$ cat src/rtl/ex_operand_stage_if.sv
// Decode-to-execute boundary of the ID/EX operand stage: the instruction offered
// by decode and the operands and control presented to the ALU.
interface ex_operand_stage_if #(parameter int unsigned n = 32);
    logic         in_valid;
    logic         in_ready;
    logic [n-1:0] id_rs1_data;
    logic [n-1:0] id_rs2_data;
    logic [n-1:0] id_imm;
    logic [4:0]   id_rs1_addr;
    logic [4:0]   id_rs2_addr;
    logic [4:0]   id_rd_addr;
    logic [3:0]   id_alu_control;
    logic         id_alu_src;
    logic         id_reg_write;
    logic         id_mem_read;
    logic         out_valid;
    logic         out_ready;
    logic [n-1:0] ex_a;
    logic [n-1:0] ex_b;
    logic [3:0]   ex_alu_control;
    logic [n-1:0] ex_store_data;
    logic [4:0]   ex_rd_addr;
    logic         ex_reg_write;
    logic         ex_mem_read;

    modport master (
        output in_valid, id_rs1_data, id_rs2_data, id_imm, id_rs1_addr, id_rs2_addr,
               id_rd_addr, id_alu_control, id_alu_src, id_reg_write, id_mem_read, out_ready,
        input  in_ready, out_valid, ex_a, ex_b, ex_alu_control, ex_store_data,
               ex_rd_addr, ex_reg_write, ex_mem_read
    );

    modport slave (
        input  in_valid, id_rs1_data, id_rs2_data, id_imm, id_rs1_addr, id_rs2_addr,
               id_rd_addr, id_alu_control, id_alu_src, id_reg_write, id_mem_read, out_ready,
        output in_ready, out_valid, ex_a, ex_b, ex_alu_control, ex_store_data,
               ex_rd_addr, ex_reg_write, ex_mem_read
    );
endinterface

$ cat src/rtl/ex_operand_stage.sv
// ID/EX stage: holds one decoded instruction, resolves operands with MEM/WB
// forwarding, detects load-use hazards and drives the ALU inputs.
module ex_operand_stage #(
    parameter int unsigned n = 32
) (
    input  logic                clk,
    input  logic                rst_n,
    input  logic                flush,
    input  logic [4:0]          mem_rd_addr,
    input  logic                mem_reg_write,
    input  logic [n-1:0]        mem_result,
    input  logic [4:0]          wb_rd_addr,
    input  logic                wb_reg_write,
    input  logic [n-1:0]        wb_result,
    ex_operand_stage_if.slave   bus
);
    logic         valid_q;
    logic [n-1:0] rs1_q, rs2_q, imm_q;
    logic [4:0]   rs1_addr_q, rs2_addr_q, rd_addr_q;
    logic [3:0]   alu_control_q;
    logic         alu_src_q, reg_write_q, mem_read_q;

    logic         hazard, in_ready, accept;
    logic [n-1:0] fwd_rs1, fwd_rs2;

    function automatic logic [n-1:0] wb_pick(input logic [4:0] addr, input logic [n-1:0] data);
        return (wb_reg_write && wb_rd_addr != 5'd0 && wb_rd_addr == addr) ? wb_result : data;
    endfunction

    function automatic logic [n-1:0] forward(input logic [4:0] addr, input logic [n-1:0] data);
        if (mem_reg_write && mem_rd_addr != 5'd0 && mem_rd_addr == addr)
            return mem_result;
        return wb_pick(addr, data);
    endfunction

    always_comb begin
        hazard = valid_q && mem_read_q && rd_addr_q != 5'd0 &&
                 (rd_addr_q == bus.id_rs1_addr || rd_addr_q == bus.id_rs2_addr);
        in_ready = !flush && !hazard && (!valid_q || bus.out_ready);
        accept   = bus.in_valid && in_ready;
        fwd_rs1  = forward(rs1_addr_q, rs1_q);
        fwd_rs2  = forward(rs2_addr_q, rs2_q);
    end

    always_ff @(posedge clk or negedge rst_n) begin
        if (!rst_n) begin
            valid_q       <= 1'b0;
            rs1_q         <= '0;
            rs2_q         <= '0;
            imm_q         <= '0;
            rs1_addr_q    <= '0;
            rs2_addr_q    <= '0;
            rd_addr_q     <= '0;
            alu_control_q <= '0;
            alu_src_q     <= 1'b0;
            reg_write_q   <= 1'b0;
            mem_read_q    <= 1'b0;
        end else begin
            if (flush)
                valid_q <= 1'b0;
            else if (accept)
                valid_q <= 1'b1;
            else if (bus.out_ready)
                valid_q <= 1'b0;

            if (accept) begin
                rs1_q         <= wb_pick(bus.id_rs1_addr, bus.id_rs1_data);
                rs2_q         <= wb_pick(bus.id_rs2_addr, bus.id_rs2_data);
                imm_q         <= bus.id_imm;
                rs1_addr_q    <= bus.id_rs1_addr;
                rs2_addr_q    <= bus.id_rs2_addr;
                rd_addr_q     <= bus.id_rd_addr;
                alu_control_q <= bus.id_alu_control;
                alu_src_q     <= bus.id_alu_src;
                reg_write_q   <= bus.id_reg_write;
                mem_read_q    <= bus.id_mem_read;
            end else begin
                // A stalled entry keeps absorbing write-backs so it never goes stale.
                rs1_q <= wb_pick(rs1_addr_q, rs1_q);
                rs2_q <= wb_pick(rs2_addr_q, rs2_q);
            end
        end
    end

    always_comb begin
        bus.in_ready       = in_ready;
        bus.out_valid      = valid_q;
        bus.ex_a           = fwd_rs1;
        bus.ex_b           = alu_src_q ? imm_q : fwd_rs2;
        bus.ex_store_data  = fwd_rs2;
        bus.ex_alu_control = alu_control_q;
        bus.ex_rd_addr     = rd_addr_q;
        bus.ex_reg_write   = reg_write_q;
        bus.ex_mem_read    = mem_read_q;
    end
endmodule

$ cat src/flat_wrapper.sv
// flat-port wrapper written by rule: the top's interface ports become plain ports
module ex_operand_stage_flat 
#(
    parameter int unsigned n = 32
)
  (clk, rst_n, flush, mem_rd_addr, mem_reg_write, mem_result, wb_rd_addr, wb_reg_write, wb_result, bus_in_valid, bus_id_rs1_data, bus_id_rs2_data, bus_id_imm, bus_id_rs1_addr, bus_id_rs2_addr, bus_id_rd_addr, bus_id_alu_control, bus_id_alu_src, bus_id_reg_write, bus_id_mem_read, bus_out_ready, bus_in_ready, bus_out_valid, bus_ex_a, bus_ex_b, bus_ex_alu_control, bus_ex_store_data, bus_ex_rd_addr, bus_ex_reg_write, bus_ex_mem_read);
  ex_operand_stage_if #(.n(n)) bus_i ();
  input  logic clk;
  input  logic rst_n;
  input  logic flush;
  input  logic [4:0] mem_rd_addr;
  input  logic mem_reg_write;
  input  logic [n-1:0] mem_result;
  input  logic [4:0] wb_rd_addr;
  input  logic wb_reg_write;
  input  logic [n-1:0] wb_result;
  input wire logic [$bits(bus_i.in_valid)-1:0] bus_in_valid;
  input wire logic [$bits(bus_i.id_rs1_data)-1:0] bus_id_rs1_data;
  input wire logic [$bits(bus_i.id_rs2_data)-1:0] bus_id_rs2_data;
  input wire logic [$bits(bus_i.id_imm)-1:0] bus_id_imm;
  input wire logic [$bits(bus_i.id_rs1_addr)-1:0] bus_id_rs1_addr;
  input wire logic [$bits(bus_i.id_rs2_addr)-1:0] bus_id_rs2_addr;
  input wire logic [$bits(bus_i.id_rd_addr)-1:0] bus_id_rd_addr;
  input wire logic [$bits(bus_i.id_alu_control)-1:0] bus_id_alu_control;
  input wire logic [$bits(bus_i.id_alu_src)-1:0] bus_id_alu_src;
  input wire logic [$bits(bus_i.id_reg_write)-1:0] bus_id_reg_write;
  input wire logic [$bits(bus_i.id_mem_read)-1:0] bus_id_mem_read;
  input wire logic [$bits(bus_i.out_ready)-1:0] bus_out_ready;
  output wire logic [$bits(bus_i.in_ready)-1:0] bus_in_ready;
  output wire logic [$bits(bus_i.out_valid)-1:0] bus_out_valid;
  output wire logic [$bits(bus_i.ex_a)-1:0] bus_ex_a;
  output wire logic [$bits(bus_i.ex_b)-1:0] bus_ex_b;
  output wire logic [$bits(bus_i.ex_alu_control)-1:0] bus_ex_alu_control;
  output wire logic [$bits(bus_i.ex_store_data)-1:0] bus_ex_store_data;
  output wire logic [$bits(bus_i.ex_rd_addr)-1:0] bus_ex_rd_addr;
  output wire logic [$bits(bus_i.ex_reg_write)-1:0] bus_ex_reg_write;
  output wire logic [$bits(bus_i.ex_mem_read)-1:0] bus_ex_mem_read;
  assign bus_i.in_valid = bus_in_valid;
  assign bus_i.id_rs1_data = bus_id_rs1_data;
  assign bus_i.id_rs2_data = bus_id_rs2_data;
  assign bus_i.id_imm = bus_id_imm;
  assign bus_i.id_rs1_addr = bus_id_rs1_addr;
  assign bus_i.id_rs2_addr = bus_id_rs2_addr;
  assign bus_i.id_rd_addr = bus_id_rd_addr;
  assign bus_i.id_alu_control = bus_id_alu_control;
  assign bus_i.id_alu_src = bus_id_alu_src;
  assign bus_i.id_reg_write = bus_id_reg_write;
  assign bus_i.id_mem_read = bus_id_mem_read;
  assign bus_i.out_ready = bus_out_ready;
  assign bus_in_ready = bus_i.in_ready;
  assign bus_out_valid = bus_i.out_valid;
  assign bus_ex_a = bus_i.ex_a;
  assign bus_ex_b = bus_i.ex_b;
  assign bus_ex_alu_control = bus_i.ex_alu_control;
  assign bus_ex_store_data = bus_i.ex_store_data;
  assign bus_ex_rd_addr = bus_i.ex_rd_addr;
  assign bus_ex_reg_write = bus_i.ex_reg_write;
  assign bus_ex_mem_read = bus_i.ex_mem_read;
  ex_operand_stage #(.n(n)) u_core (.clk(clk), .rst_n(rst_n), .flush(flush), .mem_rd_addr(mem_rd_addr), .mem_reg_write(mem_reg_write), .mem_result(mem_result), .wb_rd_addr(wb_rd_addr), .wb_reg_write(wb_reg_write), .wb_result(wb_result), .bus(bus_i));
endmodule
$ cat config.mk
export PLATFORM = sky130hd
export DESIGN_NAME = ex_operand_stage_flat
export DESIGN_NICKNAME = d
export VERILOG_FILES = /design/src/rtl/ex_operand_stage_if.sv /design/src/rtl/ex_operand_stage.sv /design/src/flat_wrapper.sv
export SDC_FILE = /design/constraint.sdc
export NUM_CORES = 1
export LEC_CHECK = 0
export BUFFER_PORTS_ARGS = -buffer_cell sky130_fd_sc_hd__buf_2
export CORE_ASPECT_RATIO = 0.7
export CORE_MARGIN = 2
export CORE_UTILIZATION = 35
export CTS_CLUSTER_SIZE = 40
export DETAILED_ROUTE_END_ITERATION = 16
export SLEW_MARGIN = 20
export SYNTH_ARGS = -nofsm -noshare
export SYNTH_HDL_FRONTEND = slang
export SYNTH_SLANG_ARGS = --single-unit
$ cat constraint.sdc
create_clock -name clk -period 6.2 [get_ports clk]
set_input_delay 1.86 -clock clk [delete_from_list [all_inputs] [get_ports clk]]
set_output_delay 1.86 -clock clk [all_outputs]
set_load 0.1 [all_outputs]
==> results.cfg <==
[cts]
clock_sinks = 119
cts-root-buf = clkbuf_16
cts_buffers = 17
insertion_delay_ns = 0.43
clk_pin_slew_worst_paths_ns = 0.06
cts_tree = built
clock_path_buffers = 2
post_cts_resized = 0
postCtsSetupBuffers = 0
holdBufCountCts = 0
cts-htree-levels = 4

[yosys]
yosysMostFrequentCell = dfrtp_1
synth-main-ff-cell = dfrtp_1
ys_seq_area_frac = 0.379
ys_warn_count = 0
synth_commonest_cells = dfrtp_1 (119), nand2_1 (100), mux2_2 (86)
netlist_top_cells_area = dfrtp_1 (38%), mux2_2 (12%), o2111a_1 (9.2%)
synthArstFlopShare = 1.00
syn_area_per_cell_um2 = 9.41
synth-seq-cells = 119
syn-num-nets = 1034
synth_cells = 835
synth_top_area_frac = 0.379
synth-edff-count = 0
syn_area_mm2 = 0.00786
ys_types = 35
synth_area_leader_cell = dfrtp_1

[final_layout]
multi_input_area_mm2 = 0.00532
layout-drive-gt1-share = 0.465
design_area_mm2 = 0.0124
area_growth_pct = 57.6
seq_area_mm2 = 0.00298
final_cell_count_no_fill = 1407
nFillCells = 1931
final_util = 0.567
nets = 1310

[setup_path]
endpoint = bus_ex_b[19]
required_ns = 4.34
crit_arrival_ns = 4.21
r2r-end = u_core.rs2_q[19]
r2r-start = u_core.bus.ex_rd_addr[0]
cp-start-kind = primary input
crit_type = in2out
path_max_fanout = 34
reg2reg_slack_ns = 2.65
startpoint = wb_rd_addr[4]
ff2ff_path_depth = 7
cp-end-kind = primary output

[placement]
gp_congestion = 0.872
place_hpwl_mm = 20.6
io_buffer_count = 307
dp_slack_ns = 0.179
dp_cells = 1373
placed_cell_area_mm2 = 0.0117

[power]
power.internal_mw = 2.83
max-vdd-ir-drop_uv = 268
finalPower_mw = 5.38
p_seq_frac = 0.194
switchingPower_mw = 2.55
comb_power_share = 0.599
power_frac_clock = 0.207
cellPowerDensity_mw_per_mm2 = 435
p_sw_frac = 0.474
power.leakage_nw = 5.13

[timing]
period_minus_slack_ns = 6.07
worst_pin_slew_ns = 1.03
finalHoldViolCount = 0
max_slew_margin = 0.308
rsz0062_at_grt = false
min_period_over_period = 0.979
drv_slew = 0
fin_hold_ws_ns = 0.500
clock_skew_ns = 0.00770
finalSetupViolations = 0
fmax_ghz = 0.165
setup_tns_ns = 0
worst_slack_ns = 0.130

[route]
top_layer = met5
routed-wl-met2_mm = 12.7
wl_met1_mm = 13.3
vias = 7761
postRouteAntennaNets = 0
drc_errors = 0
drt_iter0_markers = 548
detail_route.wl_per_cell_um = 20.6
wirelength_mm = 29.0
drtPass1Iterations = 4
met3_length_mm = 2.61
via_per_inst = 5.52

[die]
core_mm2 = 0.0218
io_pins = 308
dieArea_mm2 = 0.0237
rows = 45
start_util = 0.360
die_w_um = 183
die_y_um = 129

[outcome]
status = completed

[global_route]
grt_overflow = 0
grt_pass1_wl_mm = 44.9
grt_max_degree = 97
grt_usage = 0.248
first_global_vias = 7704
antenna_found_initial = 4

[job]
drv_cap = 0

[worst_hold_path]
hold_path.class = reg2reg
[power by group through the flow]
stage	Sequential (mW)	Combinational (mW)	Clock, mW
after global routing	1.06	3.34	1.16
after floorplan	1.12	2.12	0
after global placement	1.05	3.22	0
after CTS	1.04	3.24	1.14
after detailed placement	1.05	3.23	0
final	1.04	3.22	1.12
[how the worst min path moves through the flow]
| stage | start | end | slack, ns | cells past startpoint |
|---|---|---|---|---|
| floorplan | u_core.imm_q[0] | u_core.imm_q[0] | 0.47 | 1 |
| global placement | u_core.bus.ex_alu_control[2] | u_core.bus.ex_alu_control[2] | 0.48 | 1 |
| detailed placement | u_core.bus.ex_reg_write | u_core.bus.ex_reg_write | 0.49 | 1 |
| CTS | u_core.bus.ex_reg_write | u_core.bus.ex_reg_write | 0.50 | 1 |
| global route | u_core.bus.ex_reg_write | u_core.bus.ex_reg_write | 0.51 | 1 |
| finish | u_core.bus.ex_reg_write | u_core.bus.ex_reg_write | 0.50 | 1 |
[layout by cell type, fill, tap and decap left out, drive strengths merged, types with 35 or more instances in the layout]
master / Yosys / layout
o2111a: 64 / 64
or3: 65 / 65
a21oi: 35 / 35
buf: 32 / 327
nand2b: 64 / 64
dfrtp: 119 / 119
nand3: 39 / 39
mux2: 86 / 86
nor2: 65 / 65
nand2: 100 / 100
[sequential cells by signal, indices dropped and copies added (netlist names), 4 cells and up]
| signal | count |
|---|---|
| u_core.rs2_addr_q | 5 |
| u_core.imm_q | 32 |
| u_core.rs1_addr_q | 5 |
| u_core.rs2_q | 32 |
| u_core.rs1_q | 32 |
| u_core.bus.ex_alu_control | 4 |
| u_core.bus.ex_rd_addr | 5 |
[worst max-delay path: stages]
cell     delay [ns]
buf_2          0.15
or4_4          0.55
o21ai_4        0.26
and4b_2        0.31
buf_4          0.25
nand2_1        0.19
a31oi_4        0.12
mux2_4         0.31
buf_12         0.17
[layer usage]
metal  GRT usage  vias up
met1       0.352     3820
li1            -     3590
met3      0.0779       26
met2       0.371      321
met4      0.0551        4
met5           0        -
[cell families after synthesis]
| kind of cell | after synthesis | synth area share |
|---|---|---|
| xor gates and xnor gates | 40 | 0.0446 |
| DFF | 119 | 0.379 |
| AOI/OAI and AO/OA | 138 | 0.149 |
| buffers and inverters | 71 | 0.0423 |
| and+or+nand+nor | 348 | 0.220 |
| muxes | 119 | 0.165 |
[area by class of cell]
class	instances	area share
Multi-Input combinational cell	645	0.430
Timing Repair Buffer	327	0.248
Inverter	1	0.000303
Antenna cell	1	0.000202
Tap cell	282	0.0285
Clock inverter	8	0.0113
Clock buffer	24	0.0413
Sequential cell	119	0.241
No activity file was read; power rests on OpenSTA's default activity.
